==> config.mk <==
export PLATFORM = sky130hd
export DESIGN_NAME = top_decryption_core
export DESIGN_NICKNAME = d
export VERILOG_FILES = /design/src/rtl/top_decryption_core.sv
export SDC_FILE = /design/constraint.sdc
export NUM_CORES = 1
export LEC_CHECK = 0
export CORE_MARGIN = 1.5
export CORE_UTILIZATION = 50
export CTS_BUF_LIST = sky130_fd_sc_hd__clkbuf_16
export DETAILED_ROUTE_END_ITERATION = 10
export PLACE_DENSITY = 0.75
export RECOVER_POWER = 100
export SLEW_MARGIN = 20
export SYNTH_ARGS = -nofsm -noshare
export SYNTH_HDL_FRONTEND = slang
export SYNTH_SLANG_ARGS = --single-unit
export TNS_END_PERCENT = 100
==> constraint.sdc <==
create_clock -name clk -period 7.7 [get_ports clk]
set_input_delay 1.155 -clock clk [delete_from_list [all_inputs] [get_ports clk]]
set_output_delay 1.155 -clock clk [all_outputs]
set_load 0.005 [all_outputs]
==> src/rtl/top_decryption_core.sv <==
// PRESENT-80 iterative decryption core: one round per clock.
// Optional macro DECRYPT_KEY_CACHE_EN caches the expanded K32 of the last key.
module top_decryption_core (
    input  logic        clk,
    input  logic        rst_n,
    input  logic        in_wr,
    input  logic [63:0] in_data,
    input  logic [79:0] key,
    output logic [63:0] out_data,
    output logic        o_wr,
    output logic        busy
);

    typedef enum logic [1:0] {
        IDLE,
        KEYEXP,
        DECRYPT,
        DONE
    } state_t;

    state_t      state;
    logic [63:0] data;
    logic [79:0] k;
    logic [4:0]  cnt;

`ifdef DECRYPT_KEY_CACHE_EN
    logic [79:0] cache_key;
    logic [79:0] cache_k32;
    logic        cache_valid;
`endif

    function automatic logic [3:0] sbox(input logic [3:0] x);
        logic [3:0] y;
        case (x)
            4'h0: y = 4'hC;
            4'h1: y = 4'h5;
            4'h2: y = 4'h6;
            4'h3: y = 4'hB;
            4'h4: y = 4'h9;
            4'h5: y = 4'h0;
            4'h6: y = 4'hA;
            4'h7: y = 4'hD;
            4'h8: y = 4'h3;
            4'h9: y = 4'hE;
            4'hA: y = 4'hF;
            4'hB: y = 4'h8;
            4'hC: y = 4'h4;
            4'hD: y = 4'h7;
            4'hE: y = 4'h1;
            default: y = 4'h2;
        endcase
        return y;
    endfunction

    function automatic logic [3:0] inv_sbox(input logic [3:0] x);
        logic [3:0] y;
        case (x)
            4'h0: y = 4'h5;
            4'h1: y = 4'hE;
            4'h2: y = 4'hF;
            4'h3: y = 4'h8;
            4'h4: y = 4'hC;
            4'h5: y = 4'h1;
            4'h6: y = 4'h2;
            4'h7: y = 4'hD;
            4'h8: y = 4'hB;
            4'h9: y = 4'h4;
            4'hA: y = 4'h6;
            4'hB: y = 4'h3;
            4'hC: y = 4'h0;
            4'hD: y = 4'h7;
            4'hE: y = 4'h9;
            default: y = 4'hA;
        endcase
        return y;
    endfunction

    function automatic logic [63:0] inv_perm(input logic [63:0] s);
        logic [63:0] r;
        r = '0;
        for (int j = 0; j < 63; j++) begin
            r[(4 * j) % 63] = s[j];
        end
        r[63] = s[63];
        return r;
    endfunction

    function automatic logic [63:0] inv_slayer(input logic [63:0] s);
        logic [63:0] r;
        r = '0;
        for (int n = 0; n < 16; n++) begin
            r[4*n +: 4] = inv_sbox(s[4*n +: 4]);
        end
        return r;
    endfunction

    function automatic logic [79:0] key_fwd(
        input logic [79:0] kin,
        input logic [4:0]  rc
    );
        logic [79:0] t;
        t = {kin[18:0], kin[79:19]};
        t[79:76] = sbox(t[79:76]);
        t[19:15] = t[19:15] ^ rc;
        return t;
    endfunction

    // exact inverse of key_fwd: undo xor, undo S-box, rotate right 61
    function automatic logic [79:0] key_inv(
        input logic [79:0] kin,
        input logic [4:0]  rc
    );
        logic [79:0] t;
        t = kin;
        t[19:15] = t[19:15] ^ rc;
        t[79:76] = inv_sbox(t[79:76]);
        return {t[60:0], t[79:61]};
    endfunction

    logic [79:0] k_next_fwd;
    logic [79:0] k_next_inv;
    logic [63:0] data_next;

    assign k_next_fwd = key_fwd(k, cnt);
    assign k_next_inv = key_inv(k, cnt);
    assign data_next  = inv_slayer(inv_perm(data ^ k[79:16]));

    always_ff @(posedge clk) begin
        if (!rst_n) begin
            state    <= IDLE;
            data     <= '0;
            k        <= '0;
            cnt      <= '0;
            out_data <= '0;
            o_wr     <= 1'b0;
            busy     <= 1'b0;
`ifdef DECRYPT_KEY_CACHE_EN
            cache_key   <= '0;
            cache_k32   <= '0;
            cache_valid <= 1'b0;
`endif
        end else begin
            o_wr <= 1'b0;
            unique case (state)
                IDLE: begin
                    busy <= in_wr;
                    if (in_wr) begin
                        data <= in_data;
`ifdef DECRYPT_KEY_CACHE_EN
                        if (cache_valid && cache_key == key) begin
                            k     <= cache_k32;
                            cnt   <= 5'd31;
                            state <= DECRYPT;
                        end else begin
                            k           <= key;
                            cnt         <= 5'd1;
                            state       <= KEYEXP;
                            cache_key   <= key;
                            cache_valid <= 1'b0;
                        end
`else
                        k     <= key;
                        cnt   <= 5'd1;
                        state <= KEYEXP;
`endif
                    end
                end
                KEYEXP: begin
                    k <= k_next_fwd;
                    if (cnt == 5'd31) begin
                        state <= DECRYPT;
`ifdef DECRYPT_KEY_CACHE_EN
                        cache_k32   <= k_next_fwd;
                        cache_valid <= 1'b1;
`endif
                    end else begin
                        cnt <= cnt + 5'd1;
                    end
                end
                DECRYPT: begin
                    data <= data_next;
                    k    <= k_next_inv;
                    cnt  <= cnt - 5'd1;
                    if (cnt == 5'd1) begin
                        state <= DONE;
                    end
                end
                DONE: begin
                    out_data <= data ^ k[79:16];
                    o_wr     <= 1'b1;
                    state    <= IDLE;
                end
            endcase
        end
    end

endmodule

; Yosys cells after proc, flatten, opt, wreduce, memory -nomap -nowiden
; Memory sizes are Yosys's and may differ from the RTL's. A register that Yosys moved wholly into a read port is not among the register bits.
; Cells that the tools add are included.
; W data, S select, Z words.
[totals]
reg_bits = 217
latch_bits = 0
ram_bits = 0
rom_bits = 1152
in_bits = 147
out_inout_bits = 66
word_cells = 62
n_memories = 18
[memory_table]
columns = memory, words, word_bits, read_ports, rd_ports_with_merged_regs, write_ports, line
row1 = (name not given), 16, 4, 1, 0, 0, 57  ; case (x)
row2 = (name not given), 16, 4, 1, 0, 0, 57
row3 = (name not given), 16, 4, 1, 0, 0, 57
row4 = (name not given), 16, 4, 1, 0, 0, 57
row5 = (name not given), 16, 4, 1, 0, 0, 57
row6 = (name not given), 16, 4, 1, 0, 0, 57
row7 = +12 memories, --, --, --, --, --, --
[op_classes]
addsub = 2
multipliers = 0
div_mod_pow = 0
n_lt_le_gt_ge = 0
n_eq_ne = 9
n_shift = 0
muxes = 16
bitwise_logic = 3
n_reduce_logical = 7
[op_table]
columns = cell, n
row1 = $pmux W80 S3, 1
row2 = $pmux W64 S2, 1
row3 = $mux W80, 1
row4 = $mux W64, 1
row5 = $xor A64 B64 Y64, 1
row6 = $mux W4, 4
row7 = $pmux W5 S3, 1
row8 = $mux W5, 2
row9 = $xor A5 B5 Y5, 2
row10 = $ne A2 B2 Y1 const B, 4
row11 = $pmux W2 S4, 1
row12 = $mux W2, 3
row13 = $reduce_and A3 Y1, 2
row14 = $add A5 B1 Y5 const B, 1
row15 = $eq A5 B1 Y1 const B, 1
row16 = $eq A5 B5 Y1 const B, 1
row17 = $sub A5 B1 Y5 const B, 1
row18 = $eq A2 B2 Y1 const B, 2
row19 = $reduce_and A2 Y1, 2
row20 = $reduce_bool A3 Y1, 1
row21 = $eq A2 B1 Y1 const B, 1
row22 = $logic_not A2 Y1, 1
row23 = $reduce_bool A2 Y1, 1
row24 = $mux W1, 1

; Depth between registers and ports, before layout
; Gate-level depths: netlist of the first run.
[logic_depth]
ltp_word = 5
mapped_depth = 14

; Least setup slack after synthesis of the first run
; OpenSTA, ideal clock, no wires.
[synth_path]
kind = input-to-reg
start = input port in_wr
end = register, netlist name k_next_inv[15]
setup_time_ns = 0.079
arrival_ns = 3.242
t_required_ns = 7.621
path_slack_ns = 4.379
cell_stages = 8
n_path_buf = 1
path_cell_list = and2b_4 buf_6 a2111o_1 a21oi_1 inv_1 ha_1 or4_1 o211ai_1
[synth_via]
elab_chain_len = 4
[synth_rtl]
columns = item, line
row1 = from (decl), 6  ; input logic in_wr,
row2 = $ne A2 B2 Y1 (no line), --
row3 = $reduce_and A2 Y1 (no line), --
row4 = $mux W4 (no line) (2 in series), --
; No other way between the ends.
; A chain may end at the register's enable or synchronous reset.

; Final worst setup path of the first run
[layout_path]
start = register state[0]
end = register data[28]
[layout_via]
elab_chain_len = 3
[layout_rtl]
columns = item, line
row1 = from (decl), 21  ; state_t state;
row2 = from (signal assigned), 130  ; state <= IDLE;
row3 = from (signal assigned), 164  ; state <= KEYEXP;
row4 = from (signal assigned), 171  ; state <= DECRYPT;
row5 = $eq A2 B2 Y1 or $logic_not A2 Y1 (tied branches), 144  ; unique case (state)
row6 = $reduce_bool A2 Y1 (no line) or $ne A2 B2 Y1 (tied branches), --
row7 = $reduce_and A2 Y1 (no line), --
row8 = to (signal assigned), 148  ; data <= in_data;
row9 = to (signal assigned), 181  ; data <= data_next;
row10 = to (decl), 22  ; logic [63:0] data;
; Several ways; a longest one is shown, not always the timed one.

==> results of run 1 <==
path summary, 6_finish.rpt:
check / endpoint / slack (ns) / cells past startpoint
max: data[28] / 2.09 / 9
min: data[16] / 0.47 / 2
max reg2reg: data[28] / 2.09 / 9
min reg2reg: data[16] / 0.47 / 2
layer usage:
| layer | wire length [microns] | global-route usage, % |
|---|---|---|
| met5 | 0 | 0 |
| met4 | 1777 | 11.71 |
| met3 | 4041 | 3.613 |
| met2 | 20120 | 47.19 |
| met1 | 20260 | 43.77 |
logic make-up after synthesis:
kind of cell | count (synthesis)
xor+xnor | 94
flops | 225
buf+inv | 203
simple gates | 560
mux | 78
compound gates | 443
fa+ha+maj | 116
power groups by stage:
| stage | combinational [uW] | sequential (uW) | clock [uW] |
|---|---|---|---|
| after floorplan | 4360 | 1890 | 0 |
| after global placement | 5460 | 2150 | 0 |
| after detailed placement | 5630 | 2160 | 0 |
| after CTS | 5680 | 2140 | 1240 |
| after global routing | 6320 | 2190 | 1290 |
| final | 5780 | 2170 | 1240 |
tightest hold or removal path, stage by stage, from the launching register on:
cell	delay, ns
sky130_fd_sc_hd__dfxtp_1	0.32
sky130_fd_sc_hd__nand2_1	0.05
sky130_fd_sc_hd__o21ai_0	0.06
cell usage after synthesis, types with 4 or more instances:
cell	instances	area, sq um
sky130_fd_sc_hd__a2111oi_0	4	35.03
sky130_fd_sc_hd__a211o_1	18	157.7
sky130_fd_sc_hd__a211oi_1	84	630.6
sky130_fd_sc_hd__a21oi_1	106	530.5
sky130_fd_sc_hd__a221oi_1	73	639.4
sky130_fd_sc_hd__a22oi_1	6	45.04
sky130_fd_sc_hd__a31oi_1	20	125.1
sky130_fd_sc_hd__and2_1	6	37.54
sky130_fd_sc_hd__and3_1	4	25.02
sky130_fd_sc_hd__buf_1	7	26.28
sky130_fd_sc_hd__buf_2	20	100.1
sky130_fd_sc_hd__clkbuf_1	98	367.9
sky130_fd_sc_hd__dfxtp_1	225	4504
sky130_fd_sc_hd__ha_1	116	1451
sky130_fd_sc_hd__inv_1	74	277.8
sky130_fd_sc_hd__mux2_2	13	146.4
sky130_fd_sc_hd__mux2i_1	43	430.4
sky130_fd_sc_hd__mux4_1	6	157.7
sky130_fd_sc_hd__mux4_2	16	360.4
sky130_fd_sc_hd__nand2_1	100	375.4
sky130_fd_sc_hd__nand2b_1	7	43.79
sky130_fd_sc_hd__nand3_1	6	30.03
sky130_fd_sc_hd__nor2_1	325	1220
sky130_fd_sc_hd__nor3_1	95	475.5
sky130_fd_sc_hd__o211ai_1	14	105.1
sky130_fd_sc_hd__o21ai_0	53	265.3
sky130_fd_sc_hd__o22ai_1	19	118.9
sky130_fd_sc_hd__o32ai_1	13	113.9
sky130_fd_sc_hd__xnor2_1	64	560.5
sky130_fd_sc_hd__xor2_1	29	254.0
state kept, by name (all words and copies together), names as in the netlist:
register	count
k	80
data	64
out_data	64
cnt	5
k_next_fwd	4
k_next_inv	4
state	2
busy	1
o_wr	1
stage by stage:
| stage | setup slack (ns) | power, uW | hold WS, ns |
|---|---|---|---|
| finish | 2.086 | 9191 | 0.4731 |
| floorplan | 4.379 | 6249 | 0.4476 |
| CTS | 3.558 | 9063 | 0.4759 |
| detailed placement | 3.465 | 7789 | 0.4669 |
| global route | 1.646 | 9806 | 0.4907 |
| global placement | 3.534 | 7609 | 0.4579 |
final cells by class:
class	count	area (sq um)
fill	2428	10680
clock buffer	25	625.6
multi-input combinational	1291	8872
clock inverter	20	211.5
sequential	225	4504
timing repair buffer	226	2207
inverter	75	284.0
tap	378	473.0
==> impl_metrics.ini, run 1 <==
[floorplan]
initial_core_util_pct = 50.83
die_height_microns = 171.3
die-area_sq_mm = 0.02934
design.portCount = 213
die_w_microns = 171.3
rows = 61
core_region_area_sq_mm = 0.02786

[pwr]
power.clock.fraction_pct = 13.5
ir_worst_vdd_mv = 0.2680
power.density_mw_per_mm2 = 535.0
combPwrFrac_pct = 62.9
intPower_uw = 4705
net-switching-power_uw = 4485
part_of_the_power_in_registers_pct = 23.6
switching_share_pct = 48.80
total_leakage_power_uw = 0.007008

[cells_and_area]
antennaDiodeCount = 0
share_of_final_layout_standard_cells_stronger_than_drive_strength_1_pct = 5.424
final_common_cell = sky130_fd_sc_hd__nor2_1
design_area_sq_mm = 0.01718
most_frequent_cells_in_the_layout = sky130_fd_sc_hd__nor2_1, sky130_fd_sc_hd__dfxtp_1, sky130_fd_sc_hd__clkdlybuf4s50_1, sky130_fd_sc_hd__ha_1, sky130_fd_sc_hd__a21oi_1
instances_no_fill = 2240
layout.core_utilization_pct = 61.66
flow.area_growth_from_synthesis_pct = 21.31
layout.nets = 2107

[grt]
maximum_number_of_pins_on_one_net_before_global_route_repair = 102
grt_pass1_wl_microns = 69920
grt_overflow_total = 0
track_usage_pct = 30.65
antenna_found_initial = 0
first_global_vias = 12460

[yosys]
mappedNetlistNets = 1982
ys_seq_area_share_pct = 31.81
synth-warning-count = 0
synth_xor_xnor_area_share_pct = 5.867
post_synth.cell_area_avg_sq_um = 8.237
synth-seq-cells = 225
synth_compound_area_share_pct = 22.04
post_synthesis_instance_area_sq_mm = 0.01416
postSynth.asyncResetShare_pct = 0
synth_cells = 1719
synth_edf_count = 0
synthFlopType = sky130_fd_sc_hd__dfxtp_1
synth-adder-area-share_pct = 10.25
synth_top_family_by_area = compound AO/OA/AOI/OAI gates
synthDistinctLibCells = 67
yosys.area_share.simple_pct = 16.61
synth.area.mux_share_pct = 7.732

[timing]
max_slew_margin_pct = -124.6
worst_slew_pin_slew_ns = 3.369
max_freq_ghz = 0.1781
finalSetupViolCount = 0
rsz_0062_raised_after_global_routing = no
timing_hold_violations_final = 0
finalMaxSlewViolations = 335
finClkSkew_ns = 0.009728
post-route-min-period_ns = 5.614
fin_setup_tns_ns = 0
share_of_the_clock_period_used_by_the_worst_path_after_layout_pct = 72.90

[detailed_routing]
detailroute.via_count = 13600
drt-total-wl_microns = 46200
detail_route.iter0.violations = 1453
route.antenna.remaining_nets = 0
routed_via_density = 6.073
detail_route.drc_violations = 0
dr.pass1.iters = 6
post_drt_wl_per_cell_microns = 20.63

[clocking]
tritoncts = built
clock_pin_slew_of_the_registers_on_the_worst_case_setup_and_hold_paths_ns = 0.06
post_cts_resized = 0
cts_buffer_depth = 3
cts_max_level = 1
root_buffer = sky130_fd_sc_hd__clkbuf_16
postCtsSetupBuffers = 0
cts_inserted_buffers = 25
cts_hold_buf = 0
clock_sinks = 225
clk_latency_ns = 0.53

[placement]
count_of_input_and_output_buffers = 212
routabilityCongestion = 0.9149
detailedPlacementHpwl_microns = 33060
placed_cells_incl_taps = 2195
placedInstanceArea_sq_mm = 0.01638

[worst_setup_path]
critical_path.max_stage_delay_ns = 2.08
slowest_cell_on_the_critical_path = sky130_fd_sc_hd__ha_1
crit_path_max_fanout = 82
critical_path_arrival_ns = 6.05
reg2reg_from = state[0]
criticalPathCategory = reg2reg
required_ns = 8.13
crit_path_end_kind = flip-flop
setup.worst_path.start = state[0]
crit_chain = inv_1 > ha_1 > inv_1 > o21ai_0 > buf_4 > nand2_1 > clkbuf_1 > a211o_1 > o21ai_0
crit_path_start_kind = flip-flop
path_buf_inv = 4
cpLargestDelayFamily = adder cells

[run_status]
violations_in_the_final_reports = capacitance limit, slew limit
outcome = finished, violations left

[hold_path]
hold_path_startpoint = data[16]
hold_class = reg2reg

[run]
max_cap_violations = 5
(Power assumes the default switching activity.)
==> run 2, diff against run 1 <==
Settings changed: PLACE_DENSITY 0.75 to 0.78.
Clock period 7.7 ns to 5.1 ns, I/O delays scaled along.
==> run 2 against run 1 <==
Against the previous run: the run still ends with capacitance limit, slew limit left; cell count up 0.13%; sequential cell count unchanged; clock-buffer cell count stayed put; clock power rose by 46%; cell area down 0.20%; register-to-register slack lost 1.1 ns; clock skew is 0.0026 ns higher; sequential share of layout area grew 0.054 points; first-iteration DRC count rose by 11%; non-clock buffer count increased by 3; setup slack got worse by 1.1 ns; fmax up 38%; critical path type unchanged; critical endpoint is now k_next_fwd[77].
==> impl_metrics.ini, run 2 (synthesis results as in run 1) <==
[run_status]
outcome = finished, violations left
violations_in_the_final_reports = capacitance limit, slew limit

[worst_setup_path]
crit_cells = 7
crit_chain = ha_1 > inv_1 > clkbuf_1 > a21oi_1 > nor4_1 > nor3_1 > a2111oi_2
r2r_slack_ns = 1.03
critical_path.max_stage_delay_ns = 1.19
criticalPathCategory = reg2reg
crit_path_max_fanout = 24
crit_path_start_kind = flip-flop
crit_path_end_kind = flip-flop
cpLargestDelayFamily = buffers and inverters
critical_path_arrival_ns = 4.50
path_buf_inv = 2
count_of_cells_along_the_worst_register_to_register_path = 7
slowest_cell_on_the_critical_path = sky130_fd_sc_hd__clkbuf_1
required_ns = 5.53

[cells_and_area]
flip_flop_count_of_the_largest_register_after_layout = 80
flow.area_growth_from_synthesis_pct = 21.07
most_frequent_cells_in_the_layout = sky130_fd_sc_hd__nor2_1, sky130_fd_sc_hd__dfxtp_1, sky130_fd_sc_hd__clkdlybuf4s50_1, sky130_fd_sc_hd__ha_1, sky130_fd_sc_hd__a21oi_1
registers.top_by_ff_count = k
layout.nets = 2110
num-fill-cells = 2390
share_of_final_layout_standard_cells_stronger_than_drive_strength_1_pct = 5.362
antennaDiodeCount = 0
reg.largest.list = k: 80 flops, data: 64 flops, out_data: 64 flops
final_common_cell = sky130_fd_sc_hd__nor2_1

[placement]
detailedPlacementHpwl_microns = 32770
count_of_input_and_output_buffers = 212
routabilityCongestion = 0.9127

[pwr]
switching_share_pct = 48.92
power.clock.fraction_pct = 13.2
ir_worst_vdd_mv = 0.4066
net-switching-power_uw = 6713
combPwrFrac_pct = 63.0
power.density_mw_per_mm2 = 800.4
finalPower_uw = 13720
part_of_the_power_in_registers_pct = 23.8
total_leakage_power_uw = 0.007023
intPower_uw = 7009

[clocking]
root_buffer = sky130_fd_sc_hd__clkbuf_16
tritoncts = built
postCtsSetupBuffers = 0
cts_max_level = 1
cts_inserted_buffers = 25
cts_buffer_depth = 3
clk_latency_ns = 0.54
clock_sinks = 225
cts_hold_buf = 0
post_cts_resized = 0
clock_pin_slew_of_the_registers_on_the_worst_case_setup_and_hold_paths_ns = 0.06

[detailed_routing]
detail_route.iter0.violations = 1618
dr.pass1.iters = 6
detail_route.drc_violations = 0
post_drt_wl_per_cell_microns = 20.24
route.antenna.remaining_nets = 0
detailroute.via_count = 13680
routed_via_density = 6.098
drt-total-wl_microns = 45400

[floorplan]
initial_core_util_pct = 50.83
core_region_area_sq_mm = 0.02786
rows = 61
die_w_microns = 171.3
design.portCount = 213
die-area_sq_mm = 0.02934
die_height_microns = 171.3

[timing]
finalSetupViolCount = 0
post-route-min-period_ns = 4.070
rsz_0062_raised_after_global_routing = no
fin_setup_tns_ns = 0
max_freq_ghz = 0.2457
finClkSkew_ns = 0.01228
timing_hold_violations_final = 0
finalMaxSlewViolations = 396
max_slew_margin_pct = -62.62
share_of_the_clock_period_used_by_the_worst_path_after_layout_pct = 79.81
worst_slew_pin_slew_ns = 2.439

[hold_path]
worst_hold_path.num_cells = 2
hold_class = reg2reg

[grt]
maximum_number_of_pins_on_one_net_before_global_route_repair = 103
grt_overflow_total = 0
antenna_found_initial = 0
first_global_vias = 12370
grt_pass1_wl_microns = 69140
track_usage_pct = 30.43

[run]
max_cap_violations = 6
==> run 2: cell count changes in the layout (fill, tap and decap cells not counted), moves of 2 or more <==
cell,delta
sky130_fd_sc_hd__clkbuf_2,+4
sky130_fd_sc_hd__clkinv_1,+2
sky130_fd_sc_hd__clkinvlp_4,-2
sky130_fd_sc_hd__ha_1,+2
==> run 2: final cells by class <==
| class | instances | area (sq um) | area share, % |
|---|---|---|---|
| Inverter | 75 | 284.0 | 1.657 |
| Clock inverter | 20 | 172.7 | 1.007 |
| Tap cell | 378 | 473.0 | 2.759 |
| Clock buffer | 25 | 625.6 | 3.649 |
| Timing Repair Buffer | 229 | 2226 | 12.98 |
| Multi-Input combinational cell | 1291 | 8857 | 51.67 |
| Sequential cell | 225 | 4504 | 26.28 |
==> run 2: final timing paths <==
path | from | endpoint
min reg2reg | data[16] | data[16]
min | data[16] | data[16]
max | state[0] | k_next_fwd[77]
max reg2reg | state[0] | k_next_fwd[77]
==> run 2: power groups by stage <==
| stage | Sequential (uW) | Clock (uW) | Combinational, uW |
|---|---|---|---|
| finish | 3270 | 1810 | 8640 |
| global route | 3300 | 1880 | 9500 |
| CTS | 3210 | 1810 | 8550 |
| detailed placement | 3250 | 0 | 8460 |
| global placement | 3240 | 0 | 8190 |
| floorplan | 2850 | 0 | 6580 |
==> run 2: layer usage <==
layer	track usage (%)	wire length [microns]	part of all wire (%)
met2	44.52	18790	41
met4	14.84	2276	5.0
met3	6.121	5030	11
met5	0	0	0
met1	42.59	19310	43
==> run 2: metrics by stage <==
| stage | utilization [%] | worst slack [ns] | instances | area (sq um) | hold WS, ns |
|---|---|---|---|---|---|
| detailed placement | 58.87 | 1.278 | 2198 | 16400 | 0.4660 |
| finish | 61.54 | 1.030 | 2243 | 17140 | 0.4732 |
| floorplan | - | 2.142 | 1719 | 14160 | 0.4476 |
| CTS | 61.74 | 1.629 | 2243 | 17200 | 0.4740 |
| global route | 61.54 | 0.6960 | 2243 | 17140 | 0.4882 |
| global placement | 58.87 | 1.411 | 2198 | 16400 | 0.4571 |
==> run 2: worst reg2reg max path: cells and delay by family, from the launching register on <==
kind,cells,cell delay (ns)
and+or+nand+nor,2,0.87
DFF,1,0.35
buffers and inverters,2,1.49
adders and majority gates,1,0.67
AOI/OAI and AO/OA,2,0.60
